### src/rtl/uart_sample_rx.sv
// Receiver for the ADC sample UART link: 8N1 (optional even parity) deserialiser
// followed by a pairing stage that rebuilds 12-bit samples from {high nibble, low byte}.
module uart_sample_rx #(
  parameter int unsigned BAUD_RATE   = 3,
  parameter int unsigned PARITY      = 0,
  parameter int unsigned GAP_TIMEOUT = 64
) (
  input  logic        clk,
  input  logic        reset,
  input  logic        rx,
  output logic [11:0] sample,
  output logic        sample_valid,
  output logic        framing_error,
  output logic        parity_error,
  output logic        sync_error,
  output logic        busy
);

  localparam int unsigned HalfBit = BAUD_RATE / 2;
  localparam int unsigned CntW    = $clog2(BAUD_RATE);
  localparam int unsigned GapW    = $clog2(GAP_TIMEOUT + 1);

  localparam logic [CntW-1:0] BitLast  = CntW'(BAUD_RATE - 1);
  localparam logic [CntW-1:0] HalfLast = CntW'(HalfBit - 1);
  localparam logic [GapW-1:0] GapLast  = GapW'(GAP_TIMEOUT - 1);

  typedef enum logic [2:0] {
    StIdle,
    StStart,
    StData,
    StPar,
    StStop,
    StRecover
  } bit_state_e;

  typedef enum logic {
    PairHi,
    PairLo
  } pair_state_e;

  // Synchroniser flops preset high so reset never looks like a start bit.
  logic rx_meta, rx_sync;

  always_ff @(posedge clk or negedge reset) begin
    if (!reset) begin
      rx_meta <= 1'b1;
      rx_sync <= 1'b1;
    end else begin
      rx_meta <= rx;
      rx_sync <= rx_meta;
    end
  end

  // Bit-level deserialiser
  bit_state_e      bit_state_q, bit_state_d;
  logic [CntW-1:0] cnt_q, cnt_d;
  logic [2:0]      bit_idx_q, bit_idx_d;
  logic [7:0]      shift_q, shift_d;
  logic            par_err_q, par_err_d;
  logic            busy_q, busy_d;
  logic            start_det;
  logic            byte_ok;
  logic            frame_err;
  logic            par_fail;

  always_ff @(posedge clk or negedge reset) begin
    if (!reset) begin
      bit_state_q <= StIdle;
      cnt_q       <= '0;
      bit_idx_q   <= '0;
      shift_q     <= '0;
      par_err_q   <= 1'b0;
      busy_q      <= 1'b0;
    end else begin
      bit_state_q <= bit_state_d;
      cnt_q       <= cnt_d;
      bit_idx_q   <= bit_idx_d;
      shift_q     <= shift_d;
      par_err_q   <= par_err_d;
      busy_q      <= busy_d;
    end
  end

  always_comb begin
    bit_state_d = bit_state_q;
    cnt_d       = cnt_q;
    bit_idx_d   = bit_idx_q;
    shift_d     = shift_q;
    par_err_d   = par_err_q;
    busy_d      = busy_q;
    start_det   = 1'b0;
    byte_ok     = 1'b0;
    frame_err   = 1'b0;
    par_fail    = 1'b0;

    unique case (bit_state_q)
      StIdle: begin
        if (!rx_sync) begin
          start_det   = 1'b1;
          cnt_d       = '0;
          bit_idx_d   = '0;
          par_err_d   = 1'b0;
          busy_d      = 1'b1;
          bit_state_d = StStart;
        end
      end
      StStart: begin
        if (cnt_q == HalfLast) begin
          cnt_d = '0;
          if (rx_sync) begin
            // Start bit vanished before mid-bit: treat as noise.
            busy_d      = 1'b0;
            bit_state_d = StIdle;
          end else begin
            bit_state_d = StData;
          end
        end else begin
          cnt_d = cnt_q + 1'b1;
        end
      end
      StData: begin
        if (cnt_q == BitLast) begin
          cnt_d     = '0;
          shift_d   = {rx_sync, shift_q[7:1]};
          bit_idx_d = bit_idx_q + 1'b1;
          if (bit_idx_q == 3'd7) begin
            bit_state_d = (PARITY != 0) ? StPar : StStop;
          end
        end else begin
          cnt_d = cnt_q + 1'b1;
        end
      end
      StPar: begin
        if (cnt_q == BitLast) begin
          cnt_d       = '0;
          par_err_d   = (rx_sync != (^shift_q));
          bit_state_d = StStop;
        end else begin
          cnt_d = cnt_q + 1'b1;
        end
      end
      StStop: begin
        if (cnt_q == BitLast) begin
          cnt_d  = '0;
          busy_d = 1'b0;
          if (!rx_sync) begin
            frame_err   = 1'b1;
            bit_state_d = StRecover;
          end else if (par_err_q) begin
            par_fail    = 1'b1;
            bit_state_d = StIdle;
          end else begin
            byte_ok     = 1'b1;
            bit_state_d = StIdle;
          end
        end else begin
          cnt_d = cnt_q + 1'b1;
        end
      end
      StRecover: begin
        // A held-low line (break) must not be taken as a fresh start bit.
        if (rx_sync) begin
          bit_state_d = StIdle;
        end
      end
      default: begin
        bit_state_d = StIdle;
      end
    endcase
  end

  // Sample pairing, gap timer and registered outputs
  pair_state_e     pair_q, pair_d;
  logic [3:0]      nibble_q, nibble_d;
  logic [GapW-1:0] gap_q, gap_d;
  logic [11:0]     sample_q, sample_d;
  logic            valid_q, valid_d;
  logic            framing_q, framing_d;
  logic            parity_q, parity_d;
  logic            sync_q, sync_d;
  logic            gap_expire;

  always_ff @(posedge clk or negedge reset) begin
    if (!reset) begin
      pair_q    <= PairHi;
      nibble_q  <= '0;
      gap_q     <= '0;
      sample_q  <= '0;
      valid_q   <= 1'b0;
      framing_q <= 1'b0;
      parity_q  <= 1'b0;
      sync_q    <= 1'b0;
    end else begin
      pair_q    <= pair_d;
      nibble_q  <= nibble_d;
      gap_q     <= gap_d;
      sample_q  <= sample_d;
      valid_q   <= valid_d;
      framing_q <= framing_d;
      parity_q  <= parity_d;
      sync_q    <= sync_d;
    end
  end

  // Gap timer only runs while waiting for the low byte with the line idle.
  always_comb begin
    gap_d      = gap_q;
    gap_expire = 1'b0;
    if (pair_q != PairLo || start_det) begin
      gap_d = '0;
    end else if (bit_state_q == StIdle) begin
      if (gap_q == GapLast) begin
        gap_expire = 1'b1;
        gap_d      = '0;
      end else begin
        gap_d = gap_q + 1'b1;
      end
    end
  end

  always_comb begin
    pair_d    = pair_q;
    nibble_d  = nibble_q;
    sample_d  = sample_q;
    valid_d   = 1'b0;
    framing_d = frame_err;
    parity_d  = par_fail;
    sync_d    = 1'b0;

    if (frame_err || par_fail) begin
      pair_d = PairHi;
    end else if (byte_ok) begin
      case (pair_q)
        PairHi: begin
          if (shift_q[7:4] == 4'h0) begin
            nibble_d = shift_q[3:0];
            pair_d   = PairLo;
          end else begin
            sync_d = 1'b1;
          end
        end
        PairLo: begin
          sample_d = {nibble_q, shift_q};
          valid_d  = 1'b1;
          pair_d   = PairHi;
        end
        default: begin
          pair_d = PairHi;
        end
      endcase
    end else if (gap_expire) begin
      sync_d = 1'b1;
      pair_d = PairHi;
    end
  end

  assign sample        = sample_q;
  assign sample_valid  = valid_q;
  assign framing_error = framing_q;
  assign parity_error  = parity_q;
  assign sync_error    = sync_q;
  assign busy          = busy_q;

  // At most one of the result pulses per cycle.
  a_one_pulse: assert property (@(posedge clk) disable iff (!reset)
    $onehot0({sample_valid, framing_error, parity_error, sync_error}));

endmodule

### config.mk
export PLATFORM = sky130hd
export DESIGN_NAME = uart_sample_rx
export DESIGN_NICKNAME = d
export VERILOG_FILES = /design/src/rtl/uart_sample_rx.sv
export SDC_FILE = /design/constraint.sdc
export NUM_CORES = 1
export LEC_CHECK = 0
export CAP_MARGIN = 30
export CELL_PAD_IN_SITES_DETAIL_PLACEMENT = 0
export CELL_PAD_IN_SITES_GLOBAL_PLACEMENT = 1
export CORE_MARGIN = 3
export CORE_UTILIZATION = 45
export CTS_CLUSTER_DIAMETER = 40
export CTS_CLUSTER_SIZE = 16
export DETAILED_ROUTE_END_ITERATION = 7
export DONT_BUFFER_PORTS = 1
export GPL_ROUTABILITY_DRIVEN = 0
export PLACE_DENSITY_LB_ADDON = 0.1
export RECOVER_POWER = 100
export SLEW_MARGIN = 20
export SYNTH_ARGS = -nofsm -noshare
export SYNTH_HDL_FRONTEND = slang
export SYNTH_SLANG_ARGS = --single-unit
export TNS_END_PERCENT = 100
### constraint.sdc
create_clock -name clk -period 2.2 [get_ports clk]
set_clock_uncertainty 0.2 [all_clocks]
set_input_delay 0.44 -clock clk [delete_from_list [all_inputs] [get_ports clk]]
set_output_delay 0.44 -clock clk [all_outputs]
set_load 0.05 [all_outputs]
==> summary.md, run 1 <==
| Metric | Value |
|---|---|
| Critical path type | `reg2reg` |
| Initial antenna violation count | `0` |
| Fin. Hold Viols | `0` |
| Crit path cell chain | `or4b_1 -> or4_1 -> a31oi_1 -> nor3_1` |
| CP Launch Type | `flop` |
| Die area | `6031 um2` |
| Largest stage delay, worst path | `0.54 ns` |
| Worst skew pair latency | `0.29 ns` |
| Setup TNS | `0 ns` |
| Sink Count | `48` |
| CP bufs+invs | `0` |
| Final min period | `2.084 ns` |
| CP top delay family | `simple AND/OR/NAND/NOR gates` |
| CTS clk-pin slew, worst paths | `0.09 ns` |
| Total gr overflow | `0` |
| Antenna-violating nets left | `0` |
| GRT Max-Usage Layer | `met2` |
| Data required, critical path | `2.18 ns` |
| # port buffers | `0` |
| DRT iter0 DRCs | `92` |
| Setup Buffers After CTS | `0` |
| Final Slew Violations | `0` |
| LEAKAGE | `0.001183 uW` |
| Die width | `77.66 um` |
| CTS H-Tree Depth | `2` |
| Via count | `1527` |
| Wire per inst | `14.78 um` |
| Resize count post-CTS | `0` |
| Area of the placeable core | `4848 um2` |
| Vias per inst | `5.339` |
| Critical path endpoint category | `flop` |
| Setup violators final | `0` |
| Measured slew at the worst slew-check pin | `1.159 ns` |
| Hold WC Path Type | `reg2reg` |
| Worst VDD drop | `481.8 uV` |
| Largest net degree at the start of global routing | `49` |
| Async set-reset flop share out of synthesis | `100.0%` |
| Area delta synth->final | `9.312%` |
| Slew HR | `22.72%` |
| Nets | `230` |
| RSZ-0062 raised after global routing | `false` |
| Inserted Diodes | `0` |
| Proportion of layout cells with a drive suffix above 1 | `9.132%` |
| Status | `finished, final reports clean` |
| Cells after synthesis | `211` |
| Hold slack | `0.1661 ns` |
| Post-synth top area cell | `dfrtp_1` |
| CTS tree | `yes` |
| Via count of the first global-routing pass | `1540` |
| Clock root buffer | `clkbuf_8` |
| Grt met1 use | `20.75%` |
| Ys flop type | `dfrtp_1` |
| Register area share after synthesis | `52.08%` |
| Mapped Area | `2311 um2` |
| DRT Pass-1 Iters | `4` |
| Grt met2 use | `24.32%` |
| Setup ws final | `0.1159 ns` |
| Critical path's slowest cell | `dfstp_2` |
| Detailed placement HPWL | `2920 um` |
| First-pass GRT wire length | `7472 um` |
| Mean Syn Cell Area | `10.95 um2` |
| Io pins | `20` |
| # fillers | `436` |
| Worst Path Arrival | `2.06 ns` |
| Synth top area cells | `dfrtp_1 (50%), mux2_1 (9.7%), ha_1 (4.9%)` |
| Fmax | `0.4798 GHz` |
| Max-cap violations | `0` |
| Post-synth top area share | `49.81%` |
| Worst-path maximum fanout | `4` |
| # DRC | `0` |
| Post-synth cell types | `41` |
| Post-synth EDFFs | `0` |
| Die Y | `77.66 um` |
| Placement Rows | `25` |
| CTS buffer count | `5` |
| Met3 usage | `3.480%` |
| Wire length after detailed routing | `4228 um` |
| Starting density of the core | `47.66%` |
| Pwr Density | `1040 nW/um2` |
| Yosys reg bits | `48` |
| GRT Total Usage | `15.28%` |
| Worst slack, placed | `0.07501 ns` |
| Yosys warns | `0` |
| Period utilization | `94.73%` |
| CTS max path bufs | `2` |
| Syn Nets | `223` |
[state kept, by name, indices dropped and copies added (netlist names), 2 cells and up]
name         count
cnt_q            2
gap_q            7
sample          12
shift_q          8
bit_idx_q        3
nibble_q         4
bit_state_q      3
[cells in the mapped netlist (2+ instances only)]
cell and instances:
a21boi_1 2, a21o_1 3, a21oi_1 5, a22o_1 4, a22oi_1 2, a31oi_1 2, buf_2 2, clkbuf_1 8
dfrtp_1 46, dfstp_2 2, ha_1 9, inv_1 9, mux2_1 20, mux2i_1 2, nand2_1 20, nand2b_1 4
nand3_1 5, nor2_1 10, nor2b_1 5, nor3_1 7, o21ai_0 4, o21ai_1 12, o31ai_1 2, xnor2_1 9
[through the flow]
| step | area, um2 | total power (uW) | std cells | utilization, % |
|---|---|---|---|---|
| 5_1_grt | 2526 | 2847 | 286 | 52.10 |
| 3_3_place_gp | 2404 | 2014 | 275 | 49.57 |
| 4_1_cts | 2559 | 2694 | 286 | 52.77 |
| 3_5_place_dp | 2404 | 2047 | 275 | 49.57 |
| 2_1_floorplan | 2311 | 1849 | 211 | - |
| 6_report | 2526 | 2627 | 286 | 52.10 |
[final cells by class]
type                            instances  area (um2)  share of cell area (%)
Sequential cell                        48        1204                   47.65
Timing Repair Buffer                   11       78.83                   3.120
Clock buffer                            6       72.57                   2.873
Tap cell                               67       83.83                   3.318
Multi-Input combinational cell        142        1015                   40.17
Clock inverter                          2       35.03                   1.387
Inverter                               10       37.54                   1.486
[metal layers]
metal	wire [um]	part of all wire, %
met5	0	0
met4	46	1.1
met3	144	3.4
met2	2045	48
met1	1992	47
[kinds of logic after synthesis]
logic type	Yosys count	share of synthesized area, %
xor gates and xnor gates	9	3.411
DFF	48	52.08
buffers and inverters	21	3.844
and+or+nand+nor	60	13.59
adders and majority gates	9	4.873
AOI/OAI and AO/OA	42	11.59
muxes	22	10.61
[layout by cell type (no fill, tap or decap), types with 6 or more instances in the layout]
cell type and count:
nor3_1 7, ha_1 9, nor2_1 10, o21ai_1 6
nand2_1 20, o21ai_0 10, buf_4 6, dfrtp_1 46
inv_1 9, mux2_1 20, xnor2_1 9
[worst paths after layout]
| check | slack, ns | endpoint | startpoint | depth (start not counted) |
|---|---|---|---|---|
| min reg2reg | 0.17 | rx_sync$_DFF_PN1_ | rx_meta$_DFF_PN1_ | 0 |
| max reg2reg | 0.12 | pair_q$_DFFE_PN0P_ | rx_sync$_DFF_PN1_ | 4 |
| min | 0.17 | rx_sync$_DFF_PN1_ | rx_meta$_DFF_PN1_ | 0 |
| min in group asynchronous | 0.73 | framing_error$_DFF_PN0_ | reset | 2 |
| max | 0.12 | pair_q$_DFFE_PN0P_ | rx_sync$_DFF_PN1_ | 4 |
| max in group asynchronous | 0.36 | cnt_q[1]$_DFFE_PN0P_ | reset | 2 |
[repair_timing]
item	CTS	global route
hold endpoints to repair	49	0
hold buffers	3	0
endpoints found under the setup margin	0	4
[power breakdown]
part,switching [uW],internal [uW]
combinational,510,362
clock,273,337
sequential,142,1000
total,925,1700
No activity file was read; power rests on OpenSTA's default activity.
==> run 2: changes to the inputs <==
--- a/config.mk
+++ b/config.mk
@@ -15,7 +15,7 @@
 export DETAILED_ROUTE_END_ITERATION = 7
 export DONT_BUFFER_PORTS = 1
 export GPL_ROUTABILITY_DRIVEN = 0
-export PLACE_DENSITY_LB_ADDON = 0.1
+export PLACE_DENSITY_LB_ADDON = 0.2
 export RECOVER_POWER = 100
 export SLEW_MARGIN = 20
 export SYNTH_ARGS = -nofsm -noshare
==> summary.md, run 2 (same netlist as run 1, synthesis figures left out) <==
| Metric | Value |
|---|---|
| Critical Path Start | `rx_sync$_DFF_PN1_` |
| Die width | `77.66 um (unchanged)` |
| Proportion of layout cells with a drive suffix above 1 | `10.05% (+0.91 points)` |
| Die area | `6031 um2 (unchanged)` |
| Initial antenna violation count | `0 (unchanged)` |
| R2r setup slk | `0.15 ns (+0.03 ns)` |
| Hold_sp | `rx_meta$_DFF_PN1_` |
| RSZ-0062 raised after global routing | `false` |
| Final Slew Violations | `0 (unchanged)` |
| CTS tree | `yes` |
| Util after Layout | `52.08% (about the same)` |
| Area of the placeable core | `4848 um2 (unchanged)` |
| Total gr overflow | `0 (unchanged)` |
| Commonest non-fill, non-tap cell in the layout | `dfrtp_1` |
| CTS clk-pin slew, worst paths | `0.08 ns (about the same)` |
| Critical path endpoint | `pair_q$_DFFE_PN0P_` |
| Pwr Density | `1025 nW/um2 (-1.4%)` |
| Total power | `2589 uW (-1.5%)` |
| Top Metal Used | `met4` |
| Worst R2R End | `pair_q$_DFFE_PN0P_` |
| Data required, critical path | `2.18 ns (about the same)` |
| Register share of total power | `44.0% (+0.4 points)` |
| Inserted Diodes | `0 (unchanged)` |
| Worst-path maximum fanout | `4 (unchanged)` |
| Via count | `1517 (-0.65%)` |
| Setup TNS | `0 ns (unchanged)` |
| Sink Count | `48 (unchanged)` |
| Worst VDD drop | `684.7 uV (+42%)` |
| Clock Power Share | `20.9% (-2.3 points)` |
| Placed Cells | `275 (unchanged)` |
| Critical path endpoint category | `flop` |
| Wire length after detailed routing | `4182 um (-1.1%)` |
| # fillers | `437 (+0.23%)` |
| Critical path type | `reg2reg` |
| Routed wire length on met2 | `1967 um (-3.8%)` |
| Placement Rows | `25 (unchanged)` |
| CP top delay family | `simple AND/OR/NAND/NOR gates` |
| # port buffers | `0 (unchanged)` |
| Via count of the first global-routing pass | `1521 (-1.2%)` |
| Setup Buffers After CTS | `0 (unchanged)` |
| Status | `finished, final reports clean` |
| Switch share | `36.59% (+1.4 points)` |
| RR Startpoint | `rx_sync$_DFF_PN1_` |
| Io pins | `20 (unchanged)` |
| Measured slew at the worst slew-check pin | `1.152 ns (-0.007248 ns)` |
| CTS max path bufs | `2 (unchanged)` |
| Crit. path cell count | `4 (unchanged)` |
| # DRC | `0 (unchanged)` |
| Post-Layout Cell Count | `286 (unchanged)` |
| DRT Pass-1 Iters | `4 (unchanged)` |
| Max-cap violations | `0 (unchanged)` |
| Sw Pwr | `947.2 uW (+2.4%)` |
| Largest register FFs | `12 (unchanged)` |
| DRT iter0 DRCs | `64 (-30%)` |
| Largest net degree at the start of global routing | `49 (unchanged)` |
| Fmax | `0.4868 GHz (+1.5%)` |
| Clock root buffer | `clkbuf_8` |
| Path depth of the worst reg2reg path | `4 (unchanged)` |
| Die Y | `77.66 um (unchanged)` |
| CTS buffer count | `5 (unchanged)` |
| CP Launch Type | `flop` |
| Met1 WL | `1998 um (+0.30%)` |
| Detailed placement HPWL | `2939 um (+0.63%)` |
| Slew HR | `23.20% (+0.48 points)` |
| Largest stage delay, worst path | `0.54 ns (about the same)` |
| Met3 routed WL | `181 um (+26%)` |
| Hold WC Path Type | `reg2reg` |
| Wire per inst | `14.62 um (-1.1%)` |
| GRT Total Usage | `15.05% (-0.24 points)` |
| Area delta synth->final | `9.258% (about the same)` |
| Starting density of the core | `47.66% (unchanged)` |
| LEAKAGE | `0.001184 uW (+0.13%)` |
| Setup violators final | `0 (unchanged)` |
| Most frequent cells in the layout | `dfrtp_1 (46), nand2_1 (20), mux2_1 (20)` |
| Final min period | `2.054 ns (-0.02991 ns)` |
| First-pass GRT wire length | `7355 um (-1.6%)` |
| Period utilization | `93.37% (-1.4 points)` |
| Worst Path Arrival | `2.04 ns (-0.02 ns)` |
| Nets | `230 (unchanged)` |
| Internal power | `1641 uW (-3.5%)` |
| CTS H-Tree Depth | `2 (unchanged)` |
| Comb power frac | `35.1% (+1.9 points)` |
| Crit path cell chain | `or4b_4 -> or4_1 -> a31oi_1 -> nor3_1` |
| CP bufs+invs | `0 (unchanged)` |
| Antenna-violating nets left | `0 (unchanged)` |
| Vias per inst | `5.304 (-0.65%)` |
| Critical path's slowest cell | `dfstp_1` |
| Worst skew pair latency | `0.29 ns (about the same)` |
| Fin. Hold Viols | `0 (unchanged)` |
run 2: changes by cell type in the layout (fill, tap and decap cells not counted):
| cell | delta |
|---|---|
| clkbuf_2 | -1 |
| buf_4 | +2 |
| clkbuf_1 | -2 |
| clkbuf_8 | +1 |
| dfstp_1 | +1 |
| inv_6 | +1 |
| dfstp_2 | -1 |
| bufinv_16 | -1 |
| or4b_4 | +1 |
| or4b_1 | -1 |
run 2: how the worst min path moves through the flow:
stage / to / slack, ns / cells past startpoint
final: rx_sync$_DFF_PN1_ / 0.17 / 0
after global routing: rx_sync$_DFF_PN1_ / 0.17 / 0
after CTS: rx_sync$_DFF_PN1_ / 0.16 / 0
after detailed placement: sample_valid$_DFF_PN0_ / -0.05 / 0
after global placement: sample[0]$_DFFE_PN0P_ / -0.05 / 0
after floorplan: bit_idx_q[0]$_DFFE_PN0P_ / -0.06 / 0
run 2: cell type report:
type / instances / area (um2) / area share [%]
clock buffer: 6 / 82.58 / 3.271
sequential: 48 / 1204 / 47.67
inverter: 10 / 37.54 / 1.487
multi-input combinational: 142 / 1018 / 40.34
tap: 67 / 83.83 / 3.320
timing repair buffer: 11 / 85.08 / 3.370
clock inverter: 2 / 13.76 / 0.5451
run 2: power groups by stage:
stage / Sequential (uW) / Clock, uW / Combinational [uW]
final: 1140 / 540 / 908
after global routing: 1160 / 598 / 1020
after CTS: 1140 / 562 / 923
after detailed placement: 1160 / 0 / 887
after global placement: 1150 / 0 / 857
after floorplan: 1130 / 0 / 720
run 2: what timing repair did:
action / in CTS / in global routing
hold buffers: 3 / 0
endpoints found under the setup margin: 0 / 4
gates resized for setup: 0 / 0
hold endpoints to repair: 49 / 0
run 2: routing by layer:
metal | vias to the layer above | GRT usage [%]
li1 | 748 | -
met1 | 734 | 20.61
met2 | 31 | 23.63
met3 | 4 | 3.364
met4 | 0 | 4.804
met5 | - | 0
run 2: worst reg2reg max path, cell delays in order, from the launching register on:
cell	delay (ns)
dfstp_1	0.54
or4b_4	0.50
or4_1	0.46
a31oi_1	0.18
nor3_1	0.06
run 2: metrics by stage:
stage / setup WS, ns / cell area (um2) / hold slack [ns]
finish: 0.1458 / 2525 / 0.1679
global route: 0.06302 / 2525 / 0.1744
CTS: 0.05514 / 2547 / 0.1631
detailed placement: 0.05982 / 2404 / -0.05444
global placement: 0.1626 / 2404 / -0.05454
floorplan: 0.1850 / 2311 / -0.05559
